===== config.mk =====
export PLATFORM = sky130hd
export DESIGN_NAME = alien_fire_ctrl_flat
export DESIGN_NICKNAME = d
export VERILOG_FILES = /design/src/rtl/alien_fire_ctrl_if.sv /design/src/rtl/alien_fire_ctrl.sv /design/src/flat_wrapper.sv
export SDC_FILE = /design/constraint.sdc
export NUM_CORES = 1
export LEC_CHECK = 0
export ABC_AREA = 1
export BUFFER_PORTS_ARGS = -buffer_cell sky130_fd_sc_hd__buf_2
export CAP_MARGIN = 20
export CORE_MARGIN = 2
export CORE_UTILIZATION = 60
export CTS_BUF_LIST = sky130_fd_sc_hd__clkbuf_4
export DETAILED_ROUTE_END_ITERATION = 7
export PLACE_DENSITY_LB_ADDON = 0.2
export SYNTH_ARGS = -nofsm -noshare
export SYNTH_HDL_FRONTEND = slang
export SYNTH_SLANG_ARGS = --single-unit

===== constraint.sdc =====
create_clock -name frame_clk -period 3.15 [get_ports frame_clk]
set_input_delay 0.4725 -clock frame_clk [delete_from_list [all_inputs] [get_ports frame_clk]]
set_output_delay 0.4725 -clock frame_clk [all_outputs]
set_load 0.02 [all_outputs]

===== src/rtl/alien_fire_ctrl_if.sv =====
// Alien-to-missile link: fire pulse and motion code out, in-flight flag back.
interface alien_fire_ctrl_if;
  logic       shoot_missile;
  logic [1:0] motion_code;
  logic       missile_visible;

  modport master (output shoot_missile, output motion_code, input missile_visible);
  modport slave  (input shoot_missile, input motion_code, output missile_visible);
endinterface


===== src/rtl/alien_fire_ctrl.sv =====
// Per-alien attack controller: sequences march/dive/return and issues
// single-frame missile fire pulses, allowing only one live missile at a time.
module alien_fire_ctrl #(
  parameter int unsigned FIRE_INTERVAL = 90,
  parameter bit          JITTER_EN     = 1'b1,
  parameter logic [7:0]  LFSR_SEED     = 8'hA5,
  parameter int unsigned DIVE_INTERVAL = 300,
  parameter int unsigned LEFT_EDGE     = 40,
  parameter int unsigned RIGHT_EDGE    = 575,
  parameter int unsigned ALIEN_SIZE    = 25,
  parameter int unsigned DIVE_FLOOR    = 400,
  parameter int unsigned HOME_Y        = 60,
  parameter int unsigned AIM_WINDOW    = 16
) (
  input  logic                frame_clk,
  input  logic                Reset_n,
  input  logic                enable,
  input  logic                alien_alive,
  input  logic [9:0]          AlienX,
  input  logic [9:0]          AlienY,
  input  logic [9:0]          PlayerX,
  alien_fire_ctrl_if.master   msl,
  output logic                dive_active,
  output logic [7:0]          shots_fired
);

  localparam int unsigned CNT_W = 16;
  localparam int unsigned XW    = 11;

  typedef enum logic [2:0] {
    ST_IDLE    = 3'd0,
    ST_MARCH_R = 3'd1,
    ST_MARCH_L = 3'd2,
    ST_DIVE    = 3'd3,
    ST_RETURN  = 3'd4
  } state_t;

  state_t           state_q, state_d;
  logic [CNT_W-1:0] fire_cnt_q, fire_cnt_d;
  logic [CNT_W-1:0] dive_cnt_q, dive_cnt_d;
  logic [CNT_W-1:0] thr_q, thr_d, thr_cur;
  logic             pending_q, pending_d;
  logic             lost_q, lost_d;
  logic             dsd_q, dsd_d;
  logic [7:0]       lfsr_q, lfsr_d;
  logic             shoot_q, shoot_d;
  logic [1:0]       code_q, code_d;
  logic             dive_q, dive_d;
  logic [7:0]       shots_q, shots_d;
  logic             fire;

  logic             go, armed, at_right, at_left, dive_due, aim_ok;
  logic [XW-1:0]    aim_diff, aim_abs;

  assign go       = enable & alien_alive;
  assign armed    = ~pending_q & ~msl.missile_visible;
  assign at_right = ({1'b0, AlienX} + XW'(ALIEN_SIZE)) >= XW'(RIGHT_EDGE);
  assign at_left  = {1'b0, AlienX} <= XW'(LEFT_EDGE);
  assign dive_due = dive_cnt_q == CNT_W'(DIVE_INTERVAL - 1);

  // Signed horizontal distance between alien centre and player centre.
  assign aim_diff = ({1'b0, AlienX} + XW'(12)) - ({1'b0, PlayerX} + XW'(20));
  assign aim_abs  = aim_diff[XW-1] ? (~aim_diff + XW'(1)) : aim_diff;
  assign aim_ok   = aim_abs < XW'(AIM_WINDOW);

  // Threshold is latched at the start of each fire interval.
  assign thr_cur  = (fire_cnt_q == '0)
                  ? CNT_W'(FIRE_INTERVAL) + (JITTER_EN ? CNT_W'(lfsr_q[3:0]) : CNT_W'(0))
                  : thr_q;

  always_ff @(posedge frame_clk or negedge Reset_n) begin
    if (!Reset_n) begin
      state_q    <= ST_IDLE;
      fire_cnt_q <= '0;
      dive_cnt_q <= '0;
      thr_q      <= '0;
      pending_q  <= 1'b0;
      lost_q     <= 1'b0;
      dsd_q      <= 1'b0;
      lfsr_q     <= LFSR_SEED;
      shoot_q    <= 1'b0;
      code_q     <= 2'b11;
      dive_q     <= 1'b0;
      shots_q    <= '0;
    end else begin
      state_q    <= state_d;
      fire_cnt_q <= fire_cnt_d;
      dive_cnt_q <= dive_cnt_d;
      thr_q      <= thr_d;
      pending_q  <= pending_d;
      lost_q     <= lost_d;
      dsd_q      <= dsd_d;
      lfsr_q     <= lfsr_d;
      shoot_q    <= shoot_d;
      code_q     <= code_d;
      dive_q     <= dive_d;
      shots_q    <= shots_d;
    end
  end

  always_comb begin
    state_d    = state_q;
    fire_cnt_d = fire_cnt_q;
    dive_cnt_d = dive_cnt_q;
    thr_d      = thr_cur;
    pending_d  = pending_q;
    lost_d     = lost_q;
    dsd_d      = dsd_q;
    lfsr_d     = lfsr_q;
    shots_d    = shots_q;
    fire       = 1'b0;

    case (state_q)
      ST_IDLE: begin
        if (go) state_d = ST_MARCH_R;
      end
      ST_MARCH_R, ST_MARCH_L: begin
        // Dive start overrides an edge turn on the same frame.
        if (dive_due) begin
          state_d    = ST_DIVE;
          dive_cnt_d = '0;
          dsd_d      = 1'b0;
        end else begin
          dive_cnt_d = dive_cnt_q + CNT_W'(1);
          if (state_q == ST_MARCH_R && at_right)     state_d = ST_MARCH_L;
          else if (state_q == ST_MARCH_L && at_left) state_d = ST_MARCH_R;
        end
        if (armed) begin
          if (fire_cnt_q == thr_cur - CNT_W'(1)) begin
            fire       = go;
            fire_cnt_d = '0;
          end else begin
            fire_cnt_d = fire_cnt_q + CNT_W'(1);
          end
        end
      end
      ST_DIVE: begin
        if (AlienY >= 10'(DIVE_FLOOR)) state_d = ST_RETURN;
        if (go && armed && !dsd_q && aim_ok) begin
          fire  = 1'b1;
          dsd_d = 1'b1;
        end
      end
      ST_RETURN: begin
        if (AlienY <= 10'(HOME_Y)) state_d = ST_MARCH_R;
      end
      default: state_d = ST_IDLE;
    endcase

    // A shot stays pending until seen in flight or lost after two frames.
    if (pending_q) begin
      if (msl.missile_visible || lost_q) begin
        pending_d = 1'b0;
        lost_d    = 1'b0;
      end else begin
        lost_d    = 1'b1;
      end
    end
    if (fire) begin
      pending_d = 1'b1;
      lost_d    = 1'b0;
      if (shots_q != 8'hFF) shots_d = shots_q + 8'd1;
    end

    if (state_q != ST_IDLE)
      lfsr_d = {lfsr_q[6:0], lfsr_q[7] ^ lfsr_q[5] ^ lfsr_q[4] ^ lfsr_q[3]};

    if (!go) begin
      state_d    = ST_IDLE;
      fire_cnt_d = '0;
      dive_cnt_d = '0;
      pending_d  = 1'b0;
      lost_d     = 1'b0;
    end

    shoot_d = fire;
    dive_d  = (state_d == ST_DIVE);
    case (state_d)
      ST_MARCH_R: code_d = 2'b00;
      ST_MARCH_L: code_d = 2'b01;
      ST_DIVE:    code_d = 2'b10;
      default:    code_d = 2'b11;
    endcase
  end

  assign msl.shoot_missile = shoot_q;
  assign msl.motion_code   = code_q;
  assign dive_active       = dive_q;
  assign shots_fired       = shots_q;

endmodule


===== src/flat_wrapper.sv =====
// flat-port wrapper written by rule: the top's interface ports become plain ports
module alien_fire_ctrl_flat 
#(
  parameter int unsigned FIRE_INTERVAL = 90,
  parameter bit          JITTER_EN     = 1'b1,
  parameter logic [7:0]  LFSR_SEED     = 8'hA5,
  parameter int unsigned DIVE_INTERVAL = 300,
  parameter int unsigned LEFT_EDGE     = 40,
  parameter int unsigned RIGHT_EDGE    = 575,
  parameter int unsigned ALIEN_SIZE    = 25,
  parameter int unsigned DIVE_FLOOR    = 400,
  parameter int unsigned HOME_Y        = 60,
  parameter int unsigned AIM_WINDOW    = 16
)
  (frame_clk, Reset_n, enable, alien_alive, AlienX, AlienY, PlayerX, dive_active, shots_fired, msl_shoot_missile, msl_motion_code, msl_missile_visible);
  alien_fire_ctrl_if msl_i ();
  input  logic frame_clk;
  input  logic Reset_n;
  input  logic enable;
  input  logic alien_alive;
  input  logic [9:0] AlienX;
  input  logic [9:0] AlienY;
  input  logic [9:0] PlayerX;
  output logic dive_active;
  output logic [7:0] shots_fired;
  output wire logic [$bits(msl_i.shoot_missile)-1:0] msl_shoot_missile;
  output wire logic [$bits(msl_i.motion_code)-1:0] msl_motion_code;
  input wire logic [$bits(msl_i.missile_visible)-1:0] msl_missile_visible;
  assign msl_shoot_missile = msl_i.shoot_missile;
  assign msl_motion_code = msl_i.motion_code;
  assign msl_i.missile_visible = msl_missile_visible;
  alien_fire_ctrl #(.FIRE_INTERVAL(FIRE_INTERVAL), .JITTER_EN(JITTER_EN), .LFSR_SEED(LFSR_SEED), .DIVE_INTERVAL(DIVE_INTERVAL), .LEFT_EDGE(LEFT_EDGE), .RIGHT_EDGE(RIGHT_EDGE), .ALIEN_SIZE(ALIEN_SIZE), .DIVE_FLOOR(DIVE_FLOOR), .HOME_Y(HOME_Y), .AIM_WINDOW(AIM_WINDOW)) u_core (.frame_clk(frame_clk), .Reset_n(Reset_n), .enable(enable), .alien_alive(alien_alive), .AlienX(AlienX), .AlienY(AlienY), .PlayerX(PlayerX), .msl(msl_i), .dive_active(dive_active), .shots_fired(shots_fired));
endmodule

==> qor.yml, run 1 <==
grt:
  grt_pass1_vias: 5533
  track_usage_pct: 27.7
  grt_pass1_wl_um: 23600
  overflow: 0
  grt_antenna_before_repair: 0
  grt_max_degree: 75
finish:
  area_delta_synth_final_pct: 15.0
  layout-drive-gt1-share_pct: 17.4
  fillers: 861
  seq_area_sq_mm: 0.00186
  diodes: 0
  nets: 1026
  multi_input_area_sq_mm: 0.00345
floorplanning:
  start_util_pct: 61.2
  ios: 47
  die_h_um: 103
  core_area_sq_mm: 0.00964
  die_w_um: 103
  die_area_sq_mm: 0.0106
  num_rows: 36
placed_design:
  portBuffers: 46
  hpwlAfterDp_um: 11200
  gp_congestion: 0.881
timing:
  hold_viol: 0
  whs_ns: 0.161
  setup_viol: 3
  min_period_ns: 3.18
  slew_headroom_pct: 37.7
  rsz0062_at_grt: "true"
  fin_setup_tns_ns: -0.0565
  slew_violations: 0
  tightest_slew_ns: 0.934
  fmax_ghz: 0.314
  fin_skew_ns: 0.0210
  setup_ws_ns: -0.0310
  period_share_pct: 101
synth:
  netlist_area_sq_mm: 0.00590
  synth_edf_count: 0
  synth_cell_types: 43
  syn-num-nets: 931
  synth_ff_type: "dfrtp_1"
  syn_area_per_cell_sq_um: 6.81
  seq_area_frac_synth_pct: 31.5
  async_reset_ff_share_pct: 100
  yosysWarnings: 0
  synth.area.top_cells: "dfrtp_1 (29%), nand2_1 (14%), inv_1 (10%)"
  syn_inst: 866
  synth_top_area_cell: "dfrtp_1"
  synth_seq_cells: 74
  yosysTopAreaCellShare_pct: 28.8
outcome:
  violations: "negative setup slack"
  status: "complete, but fails checks"
clock_network:
  cts_hold_buf: 0
  cts_root_buf: "clkbuf_4"
  cts_tree: "built"
  clk_latency_ns: 0.43
  cts_inserted_buffers: 9
  clockBufferDepth: 2
  path_clk_slew_ns: 0.14
  htreeDepth: 3
  clock-sinks: 74
worst_setup_path:
  arrival_ns: 3.50
  crit_fanout: 8
  crit_required_ns: 3.46
  start_kind: "register"
  path_class: "reg -> reg"
  endpoint_kind: "register"
route:
  routed_via_density: 5.33
  drt_iter0_markers: 262
  wl_per_cell_um: 13.0
  first_pass_iters: 6
  routed_wl_um: 14300
  routed-via-count: 5861
  postRouteAntennaNets: 0
  route.detailed.drc: 0
power_and_ir_drop:
  p_leak_nw: 3.54
  p_total_mw: 3.02
  peakVddDrop_mv: 0.266
  p_per_area_mw_per_mm2: 445
worst_hold_path:
  hold_path.class: "in -> async"
job:
  maxCapViolCount: 0
## worst paths after layout
| kind | start | endpoint | slack, ns | cells after the start |
|---|---|---|---|---|
| min | Reset_n | u_core.thr_q[3] | 0.16 | 1 |
| max | u_core.fire_cnt_q[0] | u_core.shots_fired[6] | -0.03 | 24 |
| max reg2reg | u_core.fire_cnt_q[0] | u_core.shots_fired[6] | -0.03 | 24 |
| min in group frame_clk | msl_missile_visible | u_core.lost_q | 0.40 | 4 |
| min reg2reg | u_core.lfsr_q[6] | u_core.lfsr_q[7] | 0.49 | 2 |
| max in group asynchronous | Reset_n | u_core.dive_cnt_q[2] | 2.37 | 1 |
## stage by stage
stage	instance area [sq um]	instances	utilization, %	setup WS [ns]
finish	6790	1099	70.4	-0.0310
global route	6790	1099	70.4	-0.190
CTS	6690	1091	69.4	0.0248
detailed placement	6540	1074	67.8	-0.199
global placement	6540	1074	67.8	-0.124
floorplan	5900	866	-	0.00188
## report_power, final
part           switching, mW  leakage (nW)  internal (mW)
Sequential            0.0508         0.979           1.05
Combinational          0.861          2.50          0.543
Clock                  0.360        0.0639          0.161
## Yosys cell counts (6+ instances only)
library cell,number
a21oi_1,19
dfrtp_1,68
dfstp_2,6
ha_1,29
inv_1,159
nand2_1,219
nand2_2,8
nand3_1,70
nand4_1,20
nor2_1,77
nor2_2,7
nor2_4,6
nor3_1,16
nor4_1,6
o21ai_0,37
o22ai_1,22
xnor2_1,11
xor2_1,29
## registers in the layout (all words and copies together), names as in the netlist
name,count
u_core.dsd_q,1
u_core.dive_active,1
u_core.lfsr_q,8
u_core.msl.motion_code,2
u_core.dive_cnt_q,16
u_core.state_q,3
u_core.lost_q,1
u_core.thr_q,16
u_core.fire_cnt_q,16
u_core.pending_q,1
u_core.shots_fired,8
u_core.msl.shoot_missile,1
## placed cells by master, fill, tap and decap left out, types with 4 or more instances in the layout
master / netlist / layout
a21oi_1: 19 / 19
buf_2: 0 / 45
buf_4: 1 / 44
clkbuf_4: 0 / 9
dfrtp_1: 68 / 68
dfstp_2: 6 / 6
ha_1: 29 / 27
inv_1: 159 / 156
inv_2: 5 / 8
nand2_1: 219 / 217
nand2_2: 8 / 10
nand3_1: 70 / 69
nand3_2: 5 / 6
nand3b_1: 4 / 4
nand4_1: 20 / 20
nor2_1: 77 / 74
nor2_2: 7 / 9
nor2_4: 6 / 7
nor3_1: 16 / 16
nor4_1: 6 / 6
o21ai_0: 37 / 37
o21ai_1: 5 / 4
o22ai_1: 22 / 22
or2_2: 4 / 4
xnor2_1: 11 / 10
xor2_1: 29 / 29
## final cells by class
cell class              count  share of cell area [%]
clock buffers               9                   0.996
flip-flops and latches     74                    27.4
inverters                 165                    9.13
clock inverters             7                   0.645
repair buffers             91                    8.52
multi-input cells         620                    50.9
well taps                 133                    2.45
## cell families after synthesis
| kind of cell | after synthesis | synth area share (%) |
|---|---|---|
| and+or+nand+nor | 448 | 34.6 |
| DFF | 74 | 31.5 |
| adders and majority gates | 30 | 6.49 |
| AOI/OAI and AO/OA | 101 | 10.0 |
| xor gates and xnor gates | 41 | 6.21 |
| buffers and inverters | 172 | 11.1 |
## layer usage
layer / wire length, um / vias up / track usage, %
li1: - / 2962 / -
met1: 6060 / 2724 / 32.9
met2: 7430 / 139 / 49.9
met3: 484 / 36 / 4.70
met4: 327 / 0 / 10.7
met5: 0 / - / 0
## repair_timing
action,4_1_cts,5_1_grt
setup buffers,1,8
pin swaps,1,14
setup endpoints to repair,12,27
resized for setup,5,12
## worst max-delay path, cell delays in order (launching register included)
cell	delay, ns
dfrtp_1	0.41
inv_2	0.09
ha_4	0.14
inv_2	0.02
nor2_1	0.07
nand2_1	0.10
nor2_4	0.14
nand2_2	0.09
nand2_2	0.07
nand2_2	0.07
ha_4	0.27
xor2_1	0.13
nand2_1	0.08
nor2_2	0.13
nand2_1	0.07
nor2_2	0.14
nand3_1	0.10
nor2_1	0.12
nand2_1	0.10
nor2_4	0.16
nand3_2	0.11
nand2_4	0.14
nand2_8	0.09
o21ai_2	0.15
nand2_1	0.07
Note: power is estimated with default switching activity, not from simulation.
==> run 2: changes to the inputs <==
BUFFER_PORTS_ARGS = not set   (was -buffer_cell sky130_fd_sc_hd__buf_2)
DONT_BUFFER_PORTS = 1   (was not set)
clock period = 3.5 ns   (was 3.15 ns; I/O delays follow)
==> run 2 against run 1 <==
- the run now ends clean
- die area is the same
- worst setup slack better by 0.32 ns
- power shrank 15%
- first-iteration DRC count is 10% higher
- maximum frequency is 0.89% lower
- non-clock buffer count decreased by 79
- clock skew rose by 0.0030 ns
- sequential cell count stayed put
- sequential share of layout area rose by 2.2 points
- final cell count down 7.2%
- critical path depth did not move
- critical path type unchanged
- critical endpoint is now u_core.shots_fired[5]
- highest routed layer unchanged
==> qor.yml, run 2 (synthesis gave the netlist of run 1 again) <==
worst_setup_path:
  reg2reg_slack_ns: 0.29
  path_common_cell: "nand2_1"
  reg2reg_depth: 24
  path_class: "reg -> reg"
  path_buf_inv: 2
  crit_family: "simple AND/OR/NAND/NOR gates"
  cp_slowest_stage_delay_ns: 0.41
  start_kind: "register"
  cp_num_cells: 24
  arrival_ns: 3.56
  crit_fanout: 9
  crit_slowest_cell: "dfrtp_1"
  endpoint_kind: "register"
  crit_required_ns: 3.85
  crit_chain: "inv_1 > ha_1 > inv_1 > nor2_1 > nand2_1 > nor2_4 > nand3_1 > nand2_2 > ha_2 > nand3_2 > nor2_8 > nand2_1 > nand2_1 > nand2_1 > nand2_1 > nand2_1 > nor2_1 > nand2_1 > nor2_2 > nand3_2 > nand2_4 > nand2_4 > o21ai_1 > nand2_1"
route:
  first_pass_iters: 5
  routed_wl_um: 13700
  wl_per_cell_um: 13.4
  drt_iter0_markers: 289
  routed-via-count: 5480
  routed_via_density: 5.37
  postRouteAntennaNets: 0
  route.detailed.drc: 0
timing:
  fin_skew_ns: 0.0240
  min_period_ns: 3.21
  whs_ns: 0.339
  slew_headroom_pct: 57.3
  setup_viol: 0
  setup_ws_ns: 0.291
  fmax_ghz: 0.312
  slew_violations: 0
  hold_viol: 0
  tightest_slew_ns: 0.632
  period_share_pct: 91.7
clock_network:
  clockBufferDepth: 2
  cts_tree: "built"
  clk_latency_ns: 0.44
  cts_inserted_buffers: 9
  clock-sinks: 74
  htreeDepth: 3
  cts_root_buf: "clkbuf_4"
  path_clk_slew_ns: 0.13
floorplanning:
  die_w_um: 103
  core_area_sq_mm: 0.00964
  num_rows: 36
  die_h_um: 103
  ios: 47
  die_area_sq_mm: 0.0106
  start_util_pct: 61.2
finish:
  final_area_sq_mm: 0.00627
  fin_util_pct: 65.1
  layout-drive-gt1-share_pct: 8.57
  diodes: 0
  fillers: 908
  reg_top3: "u_core.dive_cnt_q: 16 flops, u_core.fire_cnt_q: 16 flops, u_core.thr_q: 16 flops"
  nets: 947
  final_common_cell: "nand2_1"
  area_delta_synth_final_pct: 6.30
  mostFrequentLayoutCells: "nand2_1 (219), inv_1 (159), nor2_1 (77)"
placed_design:
  hpwlAfterDp_um: 10700
  gp_congestion: 0.920
  portBuffers: 0
  dp_worst_setup_slack_ns: 0.164
  placed_area_sq_mm: 0.00608
grt:
  grt_max_degree: 75
  grt_pass1_wl_um: 23000
  grt_pass1_vias: 5306
  overflow: 0
  grt_antenna_before_repair: 0
  track_usage_pct: 27.1
worst_hold_path:
  hold_path.class: "in -> reg"
  min_path_cells: 3
outcome:
  status: "completed"
power_and_ir_drop:
  peakVddDrop_mv: 0.228
  p_per_area_mw_per_mm2: 408
  p_leak_nw: 3.18
job:
  maxCapViolCount: 0
==> run 2: cell types whose count changed in the layout (fill, tap and decap cells not counted), sizes merged <==
| cell | previous run | this run |
|---|---|---|
| clkbuf | 9 | 11 |
| inv | 166 | 164 |
| dlygate4sd3 | 0 | 1 |
| clkinvlp | 1 | 2 |
| clkinv | 5 | 4 |
| buf | 91 | 11 |
==> run 2: metrics by stage <==
stage	instances	total power, mW	TNS (ns)
final	1020	2.56	0
after global routing	1020	2.76	-0.00000222
after CTS	1015	2.53	0
after detailed placement	997	2.04	0
after global placement	997	2.01	0
after floorplan	866	1.83	0
==> run 2: final timing paths <==
kind                                          to                  from
max                        u_core.shots_fired[5]  u_core.fire_cnt_q[1]
min                                u_core.lost_q   msl_missile_visible
max reg2reg                u_core.shots_fired[5]  u_core.fire_cnt_q[1]
min reg2reg                     u_core.lfsr_q[7]      u_core.lfsr_q[6]
max in group asynchronous       u_core.lfsr_q[5]               Reset_n
min in group asynchronous        u_core.thr_q[2]               Reset_n
==> run 2: tightest hold or removal path, cell delays in order <==
cell and delay [ns]:
nor3_1 0.04, a21oi_1 0.12, nor3_1 0.06
==> run 2: timing repair <==
action,CTS,global route
hold buffers,2,0
hold endpoints to repair,74,0
endpoints found under the setup margin,0,5
gates resized for setup,0,1
setup buffers,0,5
==> run 2: cell type report <==
cell class / instances / area [sq um] / area share (%)
clock buffer: 11 / 82.6 / 1.32
clock inverter: 5 / 32.5 / 0.519
inverter: 165 / 619 / 9.87
multi-input combinational: 620 / 3390 / 54.0
sequential: 74 / 1860 / 29.6
tap: 133 / 166 / 2.65
timing repair buffer: 12 / 125 / 1.99
==> run 2: power breakdown <==
group | leakage [nW] | internal (mW) | switching [mW]
combinational | 2.14 | 0.388 | 0.708
clock | 0.0605 | 0.160 | 0.314
sequential | 0.979 | 0.941 | 0.0521
==> run 2: layer usage <==
metal  routed length [um]  part of all wire [%]  global-route usage (%)  vias up
li1                     -                     -                       -     2803
met1                 5910                    43                    33.0     2522
met2                 6910                    50                    47.4      122
met3                  485                   3.5                    4.30       33
met4                  407                   3.0                    12.1        0
met5                    0                     0                       0        -
==> run 3: changes to the inputs <==
CTS_CLUSTER_DIAMETER = 50   (was not set)
SETUP_SLACK_MARGIN = 0.3   (was not set)
==> run 3 against run 2 <==
- non-clock buffer count rose by 6
- via count up 3.6%
- wire length increased by 2.0%
- clock skew rose by 0.0052 ns
- sequential cell count unchanged
- clock power rose by 14%
- core utilization increased by 2.8 points
- final cell count rose by 0.78%
- maximum frequency is 4.0% higher
- critical path type unchanged
- largest power group unchanged
==> qor.yml, run 3 (synthesis gave the netlist of run 1 again) <==
placed_design:
  gp_congestion: 0.932
  portBuffers: 0
  hpwlAfterDp_um: 10500
grt:
  grt_pass1_vias: 5327
  grt_pass1_wl_um: 23100
  overflow: 0
  track_usage_pct: 27.0
  grt_antenna_before_repair: 0
  grt_max_degree: 75
finish:
  layout-drive-gt1-share_pct: 12.3
  final_common_cell: "nand2_1"
  area_delta_synth_final_pct: 10.9
  seq_area_sq_mm: 0.00186
  nets: 955
  fillers: 874
  reg_top3: "u_core.dive_cnt_q: 16 flops, u_core.fire_cnt_q: 16 flops, u_core.thr_q: 16 flops"
  mostFrequentLayoutCells: "nand2_1 (213), inv_1 (156), nor2_1 (72)"
  multi_input_area_sq_mm: 0.00357
  diodes: 0
  fin_util_pct: 67.9
worst_setup_path:
  cp_slowest_stage_delay_ns: 0.41
  start_kind: "register"
  path_common_cell: "nand2_1"
  path_class: "reg -> reg"
  crit_required_ns: 3.83
  crit_fanout: 8
  arrival_ns: 3.41
  crit_slowest_cell: "dfrtp_1"
  crit_chain: "inv_2 > ha_4 > inv_2 > nor2_1 > nand2_1 > nor2_4 > buf_6 > nand3_2 > nand2_2 > ha_4 > nand3_4 > nor2_8 > buf_6 > nand4_1 > nand2_1 > nand2_1 > nor2_1 > nand2_1 > nor2_4 > nand3_4 > nand2_8 > nand2_8 > o21ai_2 > nand2_1"
  endpoint_kind: "register"
timing:
  fmax_ghz: 0.324
  slew_violations: 0
  min_period_ns: 3.09
  setup_viol: 0
  fin_skew_ns: 0.0291
  tightest_slew_ns: 0.650
  hold_viol: 0
  fin_setup_tns_ns: 0
  period_share_pct: 88.2
  rsz0062_at_grt: "true"
  slew_headroom_pct: 56.3
job:
  maxCapViolCount: 0
clock_network:
  htreeDepth: 3
  clockBufferDepth: 2
  clock-sinks: 74
  cts_root_buf: "clkbuf_4"
  path_clk_slew_ns: 0.14
  clk_latency_ns: 0.42
  cts_inserted_buffers: 9
  cts_tree: "built"
outcome:
  status: "completed"
power_and_ir_drop:
  peakVddDrop_mv: 0.240
  p_leak_nw: 3.27
  p_per_area_mw_per_mm2: 426
route:
  route.detailed.drc: 0
  routed_wl_um: 14000
  first_pass_iters: 6
  postRouteAntennaNets: 0
  drt_iter0_markers: 271
  routed_via_density: 5.52
  wl_per_cell_um: 13.6
  routed-via-count: 5678
floorplanning:
  die_h_um: 103
  die_w_um: 103
  num_rows: 36
  start_util_pct: 61.2
  die_area_sq_mm: 0.0106
  ios: 47
  core_area_sq_mm: 0.00964
worst_hold_path:
  hold_path.class: "in -> reg"
-- run 3: per-layer routing --
metal / track usage, % / share of wire [%]
met5: 0 / 0
met1: 34.1 / 43
met3: 3.97 / 4.3
met2: 46.5 / 50
met4: 10.9 / 2.9
-- run 3: area by class of cell --
class | instances | share of cell area, %
inverter | 165 | 9.46
tap | 133 | 2.54
sequential | 74 | 28.4
clock inverter | 6 | 0.994
clock buffer | 10 | 1.15
multi-input combinational | 622 | 54.5
timing repair buffer | 18 | 2.91
-- run 3: power breakdown --
group,internal [mW],switching (mW)
clock,0.227,0.314
sequential,0.941,0.0496
combinational,0.466,0.790
-- run 3: what timing repair did --
item	4_1_cts	5_1_grt
pin swaps	1	19
setup buffers	1	10
hold buffers	2	0
resized for setup	2	38
gates cloned	1	1
endpoints found under the hold margin	74	0
endpoints found under the setup margin	11	27
-- run 3: final timing paths --
kind                                       from                   endpoint  slack [ns]  depth (start not counted)
setup / recovery           u_core.fire_cnt_q[1]      u_core.shots_fired[5]        0.41                         24
setup reg to reg           u_core.fire_cnt_q[1]      u_core.shots_fired[5]        0.41                         24
max in group asynchronous               Reset_n  u_core.msl.motion_code[0]        2.47                          2
hold / removal              msl_missile_visible              u_core.lost_q        0.35                          3
hold reg to reg                u_core.lfsr_q[6]           u_core.lfsr_q[7]        0.49                          2
min in group asynchronous               Reset_n            u_core.thr_q[8]        0.70                          2
-- run 3: per-stage QoR --
stage	setup slack (ns)	hold WS, ns	total power, mW	cells	cell area [sq um]
5_1_grt	0.199	0.394	2.99	1028	6550
2_1_floorplan	0.341	0.229	1.84	866	5910
3_3_place_gp	0.158	0.232	2.02	997	6080
6_report	0.414	0.346	2.79	1028	6550
3_5_place_dp	0.0338	0.232	2.05	997	6080
4_1_cts	0.324	0.342	2.64	1017	6290
-- run 3: worst max-delay path: cells and delay by family (launching register included) --
| kind | cells | cell delay [ns] |
|---|---|---|
| compound gates | 1 | 0.15 |
| fa+ha+maj | 2 | 0.30 |
| simple gates | 17 | 1.80 |
| flops | 1 | 0.41 |
| buf+inv | 4 | 0.35 |
